===== src/rtl/uart_pkg.sv =====
// uart_pkg: UART timing constants, tx sequencer state encoding and the hex-ASCII
// helper used when UART_TX_HEX_ASCII_EN is defined.
package uart_pkg;
  localparam int CLK_FREQ = 133_000_000;
  localparam int UART_FREQ = 115_200;
  localparam int CLKS_PER_BIT = CLK_FREQ / UART_FREQ;
  typedef enum logic [2:0] {
    S_IDLE,
    S_START,
    S_BUSY,
    S_DONE
`ifdef UART_TX_HEX_ASCII_EN
    ,
    S_START2,
    S_BUSY2,
    S_DONE2
`endif
  } tx_state_t;
`ifdef UART_TX_HEX_ASCII_EN
  function automatic logic [7:0] nib_to_ascii(input logic [3:0] n);
    return (n < 4'd10) ? 8'h30 + {4'h0, n} : 8'h37 + {4'h0, n};
  endfunction
`endif
endpackage


===== src/rtl/sync_fifo.sv =====
// sync_fifo: byte circular buffer with registered full/empty/level flags.
module sync_fifo #(
  parameter int DEPTH = 16,
  parameter int ADDR_W = 4
) (
  input  logic              clk,
  input  logic              rst,
  input  logic              wr_en,
  input  logic [7:0]        wr_data,
  input  logic              rd_en,
  output logic [7:0]        rd_data,
  output logic              full,
  output logic              empty,
  output logic [ADDR_W:0]   level
);
  logic [7:0] mem [DEPTH];
  logic [ADDR_W-1:0] wr_ptr, rd_ptr;
  logic do_wr, do_rd;
  logic [ADDR_W:0] nxt_level;
  always_comb begin
    do_wr = wr_en && !full;
    do_rd = rd_en && !empty;
    nxt_level = level + {{ADDR_W{1'b0}}, do_wr} - {{ADDR_W{1'b0}}, do_rd};
    rd_data = mem[rd_ptr];
  end
  always_ff @(posedge clk)
    if (do_wr) mem[wr_ptr] <= wr_data;
  // flags are registered from the next count so they line up with level
  always_ff @(posedge clk or posedge rst)
    if (rst) begin
      wr_ptr <= '0;
      rd_ptr <= '0;
      level <= '0;
      full <= 1'b0;
      empty <= 1'b1;
    end else begin
      wr_ptr <= do_wr ? wr_ptr + ADDR_W'(1) : wr_ptr;
      rd_ptr <= do_rd ? rd_ptr + ADDR_W'(1) : rd_ptr;
      level <= nxt_level;
      full <= nxt_level == (ADDR_W+1)'(DEPTH);
      empty <= nxt_level == '0;
    end
endmodule


===== src/rtl/uart_tx_buffer.sv =====
// uart_tx_buffer: byte FIFO plus start/ready sequencer feeding the UART transmitter.
// UART_TX_HEX_ASCII_EN: send each byte as two upper-case hex ASCII characters.
module uart_tx_buffer
  import uart_pkg::*;
#(
  parameter int DEPTH = 16,
  parameter int ADDR_W = 4
) (
  input  logic              clk,
  input  logic              rst,
  input  logic              wr_en,
  input  logic [7:0]        wr_data,
  input  logic              ovf_clr,
  output logic              full,
  output logic              empty,
  output logic [ADDR_W:0]   level,
  output logic              overflow,
  input  logic              uart_ready,
  output logic              uart_start,
  output logic [7:0]        uart_data
);
  tx_state_t state, nxt;
  logic pop, in_busy, busy_cnt;
  logic [7:0] rd_data;
  sync_fifo #(.DEPTH(DEPTH), .ADDR_W(ADDR_W)) u_fifo (
    .clk(clk),
    .rst(rst),
    .wr_en(wr_en),
    .wr_data(wr_data),
    .rd_en(pop),
    .rd_data(rd_data),
    .full(full),
    .empty(empty),
    .level(level)
  );
  always_ff @(posedge clk or posedge rst)
    if (rst) overflow <= 1'b0;
    else if (wr_en && full) overflow <= 1'b1;
    else if (ovf_clr) overflow <= 1'b0;
  // busy_cnt bounds the wait for the UART to drop ready to two cycles
  always_ff @(posedge clk or posedge rst)
    if (rst) begin
      state <= S_IDLE;
      busy_cnt <= 1'b0;
    end else begin
      state <= nxt;
      busy_cnt <= in_busy && !busy_cnt;
    end
  always_comb begin
    nxt = state;
    case (state)
      S_IDLE:   nxt = pop ? S_START : S_IDLE;
      S_START:  nxt = S_BUSY;
      S_BUSY:   nxt = !uart_ready ? S_DONE : busy_cnt ? S_IDLE : S_BUSY;
`ifdef UART_TX_HEX_ASCII_EN
      S_DONE:   nxt = uart_ready ? S_START2 : S_DONE;
      S_START2: nxt = S_BUSY2;
      S_BUSY2:  nxt = !uart_ready ? S_DONE2 : busy_cnt ? S_IDLE : S_BUSY2;
      S_DONE2:  nxt = uart_ready ? S_IDLE : S_DONE2;
`else
      S_DONE:   nxt = uart_ready ? S_IDLE : S_DONE;
`endif
      default:  nxt = S_IDLE;
    endcase
  end
  always_comb begin
    pop = state == S_IDLE && !empty && uart_ready;
`ifdef UART_TX_HEX_ASCII_EN
    uart_start = state == S_START || state == S_START2;
    in_busy = state == S_BUSY || state == S_BUSY2;
`else
    uart_start = state == S_START;
    in_busy = state == S_BUSY;
`endif
  end
`ifdef UART_TX_HEX_ASCII_EN
  logic [3:0] lo_nib;
  // high character is loaded at the pop, low character when the UART returns ready
  always_ff @(posedge clk or posedge rst)
    if (rst) begin
      uart_data <= 8'h00;
      lo_nib <= 4'h0;
    end else if (pop) begin
      uart_data <= nib_to_ascii(rd_data[7:4]);
      lo_nib <= rd_data[3:0];
    end else if (state == S_DONE && uart_ready) begin
      uart_data <= nib_to_ascii(lo_nib);
    end
`else
  always_ff @(posedge clk or posedge rst)
    if (rst) uart_data <= 8'h00;
    else if (pop) uart_data <= rd_data;
`endif
endmodule


===== config.mk =====
export PLATFORM = sky130hd
export DESIGN_NAME = uart_tx_buffer
export DESIGN_NICKNAME = d
export VERILOG_FILES = /design/src/rtl/uart_pkg.sv /design/src/rtl/sync_fifo.sv /design/src/rtl/uart_tx_buffer.sv
export SDC_FILE = /design/constraint.sdc
export NUM_CORES = 1
export LEC_CHECK = 0
export ABC_AREA = 1
export CORE_AREA = 8 8 133 135
export CTS_CLUSTER_SIZE = 25
export DETAILED_ROUTE_END_ITERATION = 6
export DIE_AREA = 0 0 141 143
export HOLD_SLACK_MARGIN = 0.06
export MAX_ROUTING_LAYER = met4
export PLACE_DENSITY = 0.59
export SYNTH_ARGS = -nofsm -noshare
export SYNTH_HDL_FRONTEND = slang
export SYNTH_SLANG_ARGS = --single-unit
export TNS_END_PERCENT = 10

===== constraint.sdc =====
create_clock -name clk -period 2.7 [get_ports clk]
set_clock_uncertainty 0.05 [all_clocks]
set_input_delay 0.54 -clock clk [delete_from_list [all_inputs] [get_ports clk]]
set_output_delay 0.54 -clock clk [all_outputs]
set_load 0.01 [all_outputs]

==> results of run 1 <==
[metal layers]
layer,wire [microns],vias up,GRT usage (%)
li1,-,2266,-
met5,0,-,-
met4,256,0,6.84
met1,6630,2146,19.3
met2,7190,108,26.4
met3,771,19,4.64
[area by class of cell]
type	instances	share of cell area, %
clock buffers	17	5.26
well taps	216	3.34
clock inverters	13	1.61
flip-flops and latches	155	55.9
inverters	129	5.99
repair buffers	62	6.66
multi-input cells	376	21.2
[sequential cells by signal, summed over array words and instances (netlist names)]
name           flops
overflow           1
u_fifo.rd_ptr      4
u_fifo.full        1
state              2
u_fifo.mem       128
u_fifo.empty       1
uart_data          8
u_fifo.level       5
u_fifo.wr_ptr      4
busy_cnt           1
[placed cells by master (no fill, tap or decap), types with 9 or more instances in the layout]
| cell type | synthesis | layout |
|---|---|---|
| xor2_1 | 9 | 9 |
| nand2_1 | 232 | 232 |
| inv_1 | 125 | 125 |
| edfxtp_1 | 128 | 128 |
| nor2_1 | 20 | 20 |
| clkbuf_16 | 0 | 17 |
| clkdlybuf4s50_1 | 0 | 29 |
| ha_1 | 10 | 10 |
| dfrtp_1 | 26 | 25 |
| nand3_1 | 82 | 82 |
| buf_4 | 7 | 33 |
[stage by stage]
step / hold WS [ns] / setup TNS [ns]
3_3_place_gp: 0.351 / -0.191
3_5_place_dp: 0.371 / -0.462
4_1_cts: 0.359 / 0
5_1_grt: 0.386 / 0
2_1_floorplan: 0.341 / 0
6_report: 0.356 / 0
[cells by family after synthesis]
| group | share of synthesized area (%) |
|---|---|
| AND/OR/NAND/NOR | 21.0 |
| buffers and inverters | 9.76 |
| flip-flops | 65.4 |
| adder cells (fa/ha/maj) | 2.10 |
| XOR/XNOR | 1.27 |
| AO/OA/AOI/OAI | 0.435 |
[worst max-delay path: stages]
cell and delay (ns):
clkdlybuf4s50_1 0.48, nand3_1 0.11, inv_1 0.09, ha_1 0.23
inv_1 0.06, ha_1 0.16, inv_1 0.06, fa_1 0.40
o21ai_0 0.25, xor2_1 0.22, inv_1 0.08, nor2_1 0.09
[worst max path at each step]
stage / endpoint / cells after the start
final: u_fifo.empty / 12
after global routing: u_fifo.empty / 12
after CTS: u_fifo.empty / 12
after detailed placement: u_fifo.empty / 12
after global placement: u_fifo.empty / 12
after floorplan: u_fifo.empty / 13
[report_power, final]
group / internal [mW] / leakage [nW] / switching [mW]
logic: 1.04 / 1.89 / 1.85
registers: 2.99 / 1.48 / 0.266
clock network: 1.34 / 0.260 / 0.915
==> results by group, run 1 <==
Run status
  • Status: completed

Worst hold path
  • Worst hold path type: input port to async pin

Worst setup path
  • Worst R2R End: u_fifo.empty
  • Worst EP required: 3.01 ns
  • Critical path capture point type: flip-flop
  • R2r setup slk: 0.29 ns
  • Crit path kind: input port to flip-flop
  • Worst r2r src: u_fifo.empty
  • Crit path arrival time: roughly 2.7 ns
  • CP max FO: 2
  • R2R depth: 12
  • CP startpoint: uart_ready
  • Worst setup SP type: input port

Power and ir drop
  • Total power: 8.40 mW
  • Pwr/cell area: 1040 nW/um^2
  • Worst vdd ir: 547 uV
  • Pleak: approximately 3.6 nW

CTS
  • Sink Count: 155
  • TritonCTS Buffers: 17
  • Postcts setup bufs: 0
  • CTS tree: built
  • H-tree levels: 4
  • Clock Latency Late Sink: 0.43 ns
  • Clock transition time at the flip-flop clock pins of the worst setup and hold paths: 0.06 ns
  • Post-cts hold buffer count: 0
  • Max Root-Sink Buffers: 2
  • Post_cts resized: 0
  • Root Driver: clkbuf_16

Synth
  • Synth Flop Type: edfxtp_1
  • Unique masters post-synth: 24
  • Number of synthesized flops with an enable pin: 128
  • Post-synth top cells: 232 x nand2_1, 128 x edfxtp_1, 125 x inv_1, 82 x nand3_1, 26 x dfrtp_1
  • Post-synth ARST share: 17.4%
  • Syn_nets: 711
  • Sequential fraction of the synthesis area: 65.4%
  • Number of synthesized register bits: 155
  • Synth area leaders: edfxtp_1 56%, nand2_1 13%, dfrtp_1 9.4%
  • Top cell type's share of synthesized area: 55.6%
  • Ys Warns: 0
  • Most numerous cell in the Yosys netlist: nand2_1
  • Cell type with the largest total area after synthesis: edfxtp_1
  • Syn avg cell area: 10.1 sq um
  • Syn Inst Count: ~690
  • Cell Area, Synth: roughly 6900 sq um

Finish
  • Final core occ: 51.8%
  • Share of post-route cells with drive strength above 1: 9.57%
  • Multi-input logic area: 1710 sq um
  • Register area: 4520 sq um
  • Final nets: 765
  • Finished Cell Area: 8080 sq um
  • Ant. Diodes: 0
  • Layout overhead on the synthesized area: 17.0%
  • Post-route insts no fill: 968
  • Fill cell count: 1,373

Global routing
  • Gr ovfl total: 0
  • Initial antenna violation count: 0
  • First-pass GRT wire length: 24,100 microns
  • Largest net degree at the start of global routing: 36
  • Vias in the first global route: 4,618
  • GRT Total Usage: 16.5%

Timing
  • Minimum clock period: 2.43 ns
  • RSZ-0062 raised after global routing: false
  • Setup Viol. Count Final: 0
  • Final-report hold violation count: 0
  • Max Slew Vio Count: 0
  • Worst Slack Setup Final: 0.269 ns
  • Fmax: 0.411 GHz
  • Slew headroom: 54.8%
  • Fin crit share: 90.0%
  • Measured slew at the worst slew-check pin: 0.676 ns

Placed design
  • Number of buffers added on ports: 29
  • Dpl hpwl: 10,000 microns
  • Gpl congestion: 0.856
  • Placed Cells: about 940
  • DP Area: 7530 sq um
  • Dpl ws: -0.179 ns

Die
  • Boundary Pins: 30
  • Die area: 20,200 sq um
  • Rows: 46
  • Die W: 141 microns
  • Core area: 15,600 sq um
  • Die Ht: approximately 140 microns
  • Starting Density: between 40% and 50%

Route
  • Aggregate routed wire length: 14,800 microns
  • Routed wire per std cell: 15.3 microns
  • Drt first pass iters: 4
  • Via count: 4,539
  • Iteration-0 DRC Markers: 347
  • # DRC: 0
  • Number of routed nets with antenna violations: 0
  • Vias per inst: 4.69

Flow run
  • MaxCap Viol Count: 0
(Power assumes the default switching activity.)
==> run 2: changes to the inputs <==
--- a/config.mk
+++ b/config.mk
@@ -6,13 +6,15 @@
 export NUM_CORES = 1
 export LEC_CHECK = 0
 export ABC_AREA = 1
-export CORE_AREA = 8 8 133 135
+export CELL_PAD_IN_SITES_DETAIL_PLACEMENT = 0
+export CELL_PAD_IN_SITES_GLOBAL_PLACEMENT = 1
+export CORE_AREA = 2 2 127 129
 export CTS_CLUSTER_SIZE = 25
 export DETAILED_ROUTE_END_ITERATION = 6
-export DIE_AREA = 0 0 141 143
+export DIE_AREA = 0 0 129 131
 export HOLD_SLACK_MARGIN = 0.06
 export MAX_ROUTING_LAYER = met4
-export PLACE_DENSITY = 0.59
+export PLACE_DENSITY = 0.72
 export SYNTH_ARGS = -nofsm -noshare
 export SYNTH_HDL_FRONTEND = slang
 export SYNTH_SLANG_ARGS = --single-unit
==> results by group, run 2 (synthesized netlist as in run 1, its figures left out) <==
Run status
  • Status: completed

Die
  • Rows: 46 (unchanged)
  • Die area: 16,900 sq um (-16%)
  • Core area: 15,600 sq um (unchanged)
  • Die Ht: 131 microns (-8.4%)
  • Boundary Pins: 30 (unchanged)
  • Starting Density: 44.3% (unchanged)
  • Die W: 129 microns (-8.5%)

Timing
  • Worst Slack Setup Final: 0.245 ns (-0.0239 ns)
  • Measured slew at the worst slew-check pin: 0.703 ns (+0.0273 ns)
  • RSZ-0062 raised after global routing: false
  • Slew headroom: 53.1% (-1.7 points)
  • Max Slew Vio Count: 0 (unchanged)
  • Final-report hold violation count: 0 (unchanged)
  • Fmax: 0.407 GHz (-0.97%)
  • Minimum clock period: 2.46 ns (+0.0239 ns)
  • Fin crit share: 90.9% (+0.88 points)
  • Setup Viol. Count Final: 0 (unchanged)

Finish
  • Final core occ: 51.6% (-0.22 points)
  • Share of post-route cells with drive strength above 1: 7.91% (-1.7 points)
  • Layout overhead on the synthesized area: 16.5%
  • Commonest non-fill, non-tap cell in the layout: nand2_1
  • Number of flip-flops in the largest register: 128 (unchanged)
  • Commonest cells after routing, fill and taps aside: 232 x nand2_1, 128 x edfxtp_1, 125 x inv_1, 82 x nand3_1, 29 x clkdlybuf4s50_1
  • Final nets: 757 (-1.0%)
  • Multi-input logic area: 1710 sq um (unchanged)
  • Biggest regs: u_fifo.mem x128, uart_data x8, u_fifo.level x5
  • Register area: 4520 sq um (unchanged)
  • Ant. Diodes: 0 (unchanged)
  • Fill cell count: 1,368 (-0.36%)
  • Biggest register: u_fifo.mem

CTS
  • Root Driver: clkbuf_16
  • Post-cts hold buffer count: 0 (unchanged)
  • Sink Count: 155 (unchanged)
  • Clock transition time at the flip-flop clock pins of the worst setup and hold paths: 0.06 ns (about the same)
  • Postcts setup bufs: 0 (unchanged)
  • Post_cts resized: 0 (unchanged)
  • H-tree levels: 4 (unchanged)
  • Clock Latency Late Sink: 0.42 ns (about the same)
  • Max Root-Sink Buffers: 2 (unchanged)
  • CTS tree: built
  • TritonCTS Buffers: 17 (unchanged)

Route
  • Number of routed nets with antenna violations: 0 (unchanged)
  • Vias per inst: 4.62 (-1.4%)
  • Aggregate routed wire length: 14,200 microns (-4.4%)
  • # DRC: 0 (unchanged)
  • Routed wire per std cell: 14.8 microns (-3.8%)
  • Via count: 4,449 (-2.0%)
  • Drt first pass iters: 4 (unchanged)
  • Iteration-0 DRC Markers: 236 (-32%)

Worst setup path
  • Worst path cell trace: clkdlybuf4s50_1 > nand3_1 > inv_1 > ha_1 > inv_1 > ha_1 > inv_1 > fa_1 > o21ai_0 > xor2_1 > inv_1 > nor2_1
  • Crit path kind: input port to flip-flop
  • CP max FO: 2 (unchanged)
  • Critical path depth: 12 (unchanged)
  • R2r setup slk: 0.28 ns (about the same)
  • Cell family with most CP delay: adder cells
  • R2R depth: 12 (unchanged)
  • Worst setup SP type: input port
  • Critical path capture point type: flip-flop
  • Crit path arrival time: 2.75 ns (about the same)
  • Buf+Inv Stages, Crit Path: 5 (unchanged)
  • Slowest cell on crit path: clkdlybuf4s50_1
  • Worst EP required: 3.00 ns (about the same)
  • Most frequent CP cell: inv_1
  • Worst path max stage delay: 0.49 ns (about the same)

Global routing
  • GRT Total Usage: 18.7% (+2.2 points)
  • Largest net degree at the start of global routing: 62 (+72%)
  • First-pass GRT wire length: 22,500 microns (-6.7%)
  • Vias in the first global route: 4,254 (-7.9%)
  • Gr ovfl total: 0 (unchanged)
  • Initial antenna violation count: 0 (unchanged)

Placed design
  • Dpl hpwl: 9110 microns (-9.2%)
  • Number of buffers added on ports: 29 (unchanged)
  • Dpl ws: -0.224 ns (-0.0444 ns)
  • Gpl congestion: 0.828 (-3.3%)

Worst hold path
  • Hold path depth: 1
  • Worst hold path type: flip-flop to flip-flop

Power and ir drop
  • Pleak: 3.62 nW (-0.54%)
  • Pwr/cell area: 1040 nW/um^2 (+0.27%)
  • Worst vdd ir: 582 uV (+6.5%)

Flow run
  • MaxCap Viol Count: 0 (unchanged)
==> run 2: worst reg2reg max path: stages, from the launching register on <==
cell and delay [ns]:
dfstp_2 0.54, nor2_1 0.04, nand3_1 0.09, inv_1 0.07, ha_1 0.27, inv_1 0.06, ha_1 0.16, inv_1 0.06
fa_1 0.39, o21ai_0 0.23, xor2_1 0.21, inv_1 0.08, nor2_1 0.11
==> run 2: area by class of cell <==
class,instances,share of cell area [%]
clock buffers,22,5.52
clock inverters,10,1.54
inverters,129,6.02
multi-input cells,376,21.3
flip-flops and latches,155,56.2
well taps,216,3.36
repair buffers,54,6.09
==> run 2: per-layer routing <==
layer	vias to the layer above	wire, microns	global-route usage [%]
met5	-	0	-
met2	72	6890	30.2
met4	0	300	6.78
li1	2249	-	-
met1	2106	6510	23.4
met3	22	497	4.11
==> run 2: worst paths after layout <==
path,endpoint,start
worst max register to register,u_fifo.empty,u_fifo.empty
worst min-delay path,busy_cnt,busy_cnt
worst max-delay path,u_fifo.empty,uart_ready
max in group asynchronous,u_fifo.wr_ptr[1],rst
min in group asynchronous,uart_data[3],rst
worst min register to register,busy_cnt,busy_cnt
==> run 2: per-stage QoR <==
| step | cells | TNS [ns] | power (mW) | hold WS (ns) | area (sq um) |
|---|---|---|---|---|---|
| final | 962 | 0 | 8.39 | 0.370 | 8050 |
| after global routing | 962 | 0 | 8.99 | 0.378 | 8050 |
| after CTS | 962 | 0 | 8.48 | 0.372 | 8050 |
| after detailed placement | 930 | -0.546 | 6.17 | 0.364 | 7480 |
| after global placement | 930 | -0.225 | 6.10 | 0.353 | 7480 |
| after floorplan | 687 | 0 | 5.31 | 0.341 | 6910 |
==> run 2: where the power goes <==
group / internal, mW / switching, mW
registers: 2.99 / 0.229
clock network: 1.44 / 0.854
logic: 1.04 / 1.83
==> run 3: changes to the inputs <==
--- a/config.mk
+++ b/config.mk
@@ -5,16 +5,16 @@
 export SDC_FILE = /design/constraint.sdc
 export NUM_CORES = 1
 export LEC_CHECK = 0
-export ABC_AREA = 1
 export CELL_PAD_IN_SITES_DETAIL_PLACEMENT = 0
 export CELL_PAD_IN_SITES_GLOBAL_PLACEMENT = 1
-export CORE_AREA = 2 2 127 129
+export CORE_AREA = 2 2 121 123
 export CTS_CLUSTER_SIZE = 25
 export DETAILED_ROUTE_END_ITERATION = 6
-export DIE_AREA = 0 0 129 131
-export HOLD_SLACK_MARGIN = 0.06
+export DIE_AREA = 0 0 123 125
+export GPL_TIMING_DRIVEN = 0
+export HOLD_SLACK_MARGIN = 0.12
 export MAX_ROUTING_LAYER = met4
-export PLACE_DENSITY = 0.72
+export PLACE_DENSITY = 0.66
 export SYNTH_ARGS = -nofsm -noshare
 export SYNTH_HDL_FRONTEND = slang
 export SYNTH_SLANG_ARGS = --single-unit
==> results by group, run 3 <==
Global routing
  • Initial antenna violation count: 0 (unchanged)
  • Vias in the first global route: 3,268 (-23%)
  • First-pass GRT wire length: 19,100 microns (-15%)
  • Largest net degree at the start of global routing: 28 (-55%)
  • GRT Total Usage: 18.0% (-0.66 points)
  • Gr ovfl total: 0 (unchanged)

Timing
  • Fin Hold WS: 0.368 ns (-0.00259 ns)
  • Measured slew at the worst slew-check pin: 1.10 ns (+0.396 ns)
  • RSZ-0062 raised after global routing: false
  • Max Slew Vio Count: 0 (unchanged)
  • Fin crit share: 94.0% (+3.1 points)
  • Fmax: 0.394 GHz (-3.3%)
  • Setup Viol. Count Final: 0 (unchanged)
  • Minimum clock period: 2.54 ns (+0.0840 ns)
  • Final-report hold violation count: 0 (unchanged)
  • Slew headroom: 26.7% (-26 points)

Power and ir drop
  • Worst vdd ir: 512 uV (-12%)
  • Total power: 8.33 mW (-0.65%)
  • Pleak: 2.61 nW (-28%)
  • Pwr/cell area: 1120 nW/um^2 (+7.1%)

Synth
  • Top cell type's share of synthesized area: 61.8% (+6.2 points)
  • Post-synth top cells: 128 x edfxtp_1, 29 x mux4_2, 26 x dfrtp_1, 22 x nor2_1, 16 x mux2i_1
  • Sequential fraction of the synthesis area: 72.7% (+7.3 points)
  • Syn Inst Count: 331 (-52%)
  • Number of synthesized register bits: 155 (unchanged)
  • Post-synth ARST share: 17.4% (unchanged)
  • Unique masters post-synth: 35 (+46%)
  • Syn avg cell area: 18.8 sq um (+87%)
  • Number of synthesized flops with an enable pin: 128 (unchanged)
  • Synth area leaders: edfxtp_1 62%, mux4_2 11%, dfrtp_1 10%
  • Syn_nets: 355 (-50%)
  • Cell type with the largest total area after synthesis: edfxtp_1
  • Ys Warns: 0 (unchanged)
  • Cell Area, Synth: 6210 sq um (-10%)
  • Most numerous cell in the Yosys netlist: edfxtp_1
  • Synth Flop Type: edfxtp_1

Flow run
  • MaxCap Viol Count: 0 (unchanged)

Finish
  • Number of flip-flops in the largest register: 128 (unchanged)
  • Layout overhead on the synthesized area: 20.2%
  • Final nets: 405 (-46%)
  • Ant. Diodes: 0 (unchanged)
  • Commonest non-fill, non-tap cell in the layout: edfxtp_1
  • Biggest register: u_fifo.mem
  • Share of post-route cells with drive strength above 1: 21.6% (+14 points)
  • Commonest cells after routing, fill and taps aside: 128 x edfxtp_1, 29 x mux4_2, 28 x clkdlybuf4s50_1, 26 x dfrtp_1, 22 x nor2_1
  • Biggest regs: u_fifo.mem x128, uart_data x8, u_fifo.level x5

Die
  • Die Ht: 125 microns (-4.6%)
  • Die W: 123 microns (-4.7%)
  • Core area: 14,200 sq um (-8.9%)
  • Starting Density: 43.8% (-0.53 points)
  • Boundary Pins: 30 (unchanged)
  • Rows: 44 (-4.3%)
  • Die area: 15,400 sq um (-9.0%)

CTS
  • Clock Latency Late Sink: 0.42 ns (about the same)
  • Root Driver: clkbuf_16
  • Max Root-Sink Buffers: 2 (unchanged)
  • H-tree levels: 4 (unchanged)
  • Sink Count: 155 (unchanged)
  • TritonCTS Buffers: 17 (unchanged)
  • CTS tree: built
  • Post-cts hold buffer count: 0 (unchanged)
  • Clock transition time at the flip-flop clock pins of the worst setup and hold paths: 0.06 ns (about the same)

Placed design
  • Number of buffers added on ports: 29 (unchanged)
  • Gpl congestion: 0.777 (-6.2%)
  • Dpl hpwl: 7950 microns (-13%)

Worst setup path
  • Worst setup SP type: flip-flop
  • CP startpoint: u_fifo.empty
  • Crit path kind: flip-flop to flip-flop
  • Critical path capture point type: flip-flop
  • Crit path arrival time: 2.81 ns (+0.06 ns)
  • Worst r2r src: u_fifo.empty
  • R2R depth: 11 (-1)
  • Worst EP required: 2.97 ns (-0.03 ns)
  • CP max FO: 2 (unchanged)

Route
  • Routed wire per std cell: 21.3 microns (+44%)
  • Aggregate routed wire length: 12,300 microns (-13%)
  • Number of routed nets with antenna violations: 0 (unchanged)
  • # DRC: 0 (unchanged)
  • Vias per inst: 5.23 (+13%)
  • Via count: 3,023 (-32%)
  • Iteration-0 DRC Markers: 160 (-32%)
  • Drt first pass iters: 4 (unchanged)

Worst hold path
  • Worst hold path type: flip-flop to flip-flop
  • Hold Startpoint: busy_cnt
  • Hold path depth: 1 (unchanged)

Run status
  • Status: completed
[run 3: cell count changes after synthesis, sizes merged, moves of 3 or more]
cell,change
nand2,-220
inv,-113
nand3,-81
mux4,+32
buf,-17
mux2i,+16
nor3,+10
or2,-9
a211o,+7
xor2,-7
xnor2,+6
clkbuf,+5
nor2b,+3
[run 3: repair_timing]
action,4_1_cts,5_1_grt
setup buffers,2,0
pin swaps,2,2
resized for setup,8,3
setup endpoints to repair,3,2
[run 3: stage by stage]
stage / worst slack (ns) / instances / TNS, ns / area (sq um) / utilization [%]
floorplan: 0.0804 / 331 / 0 / 6210 / -
CTS: 0.0398 / 578 / 0 / 7460 / 52.5
detailed placement: -0.801 / 544 / -38.36 / 6760 / 47.6
global route: 0.0126 / 578 / 0 / 7470 / 52.6
global placement: -0.810 / 544 / -46.68 / 6740 / 47.4
finish: 0.161 / 578 / 0 / 7470 / 52.6
[run 3: cell families (layout without fill, tap and decap cells)]
logic type                 after synthesis  in the layout  share of synthesized area, %
DFF                                    155            155                          72.7
and+or+nand+nor                         59             59                          4.41
muxes                                   49             49                          14.5
buffers and inverters                   30             93                          2.72
AOI/OAI and AO/OA                       18             18                          1.99
adders and majority gates               11             11                          2.34
xor gates and xnor gates                 9              9                          1.27
[run 3: metal layers]
layer / vias to the layer above / global-route usage, % / share of wire, %
li1: 1386 / - / -
met1: 1549 / 23.8 / 45
met2: 73 / 27.7 / 49
met3: 15 / 4.43 / 4.4
met4: 0 / 5.88 / 1.3
met5: - / - / 0
[run 3: critical path: stages (launching register included)]
cell and delay, ns:
dfstp_2 0.54, nor2_1 0.06, nand3_4 0.10, clkinv_4 0.06, ha_1 0.26, inv_1 0.06
ha_2 0.17, inv_1 0.05, fa_1 0.41, xnor2_1 0.17, or3_4 0.37, nor4_4 0.15
[run 3: where the power goes]
group	internal (mW)	switching, mW
clock network	1.67	0.910
registers	2.98	0.165
logic	1.24	1.36
total	5.89	2.44
[run 3: final cells by class]
class	count	area, sq um
buffer	15	114
sequential	155	4520
timing repair buffer	31	304
tap	184	230
fill	1150	6740
clock inverter	10	161
multi-input combinational	146	1580
inverter	15	61.3
clock buffer	22	494
[run 3: worst paths after layout]
path | to | slack (ns)
setup / recovery | u_fifo.empty | 0.16
hold / removal | busy_cnt | 0.37
setup reg to reg | u_fifo.empty | 0.16
hold reg to reg | busy_cnt | 0.37
max in group asynchronous | u_fifo.rd_ptr[3] | 1.28
min in group asynchronous | u_fifo.full | 0.66
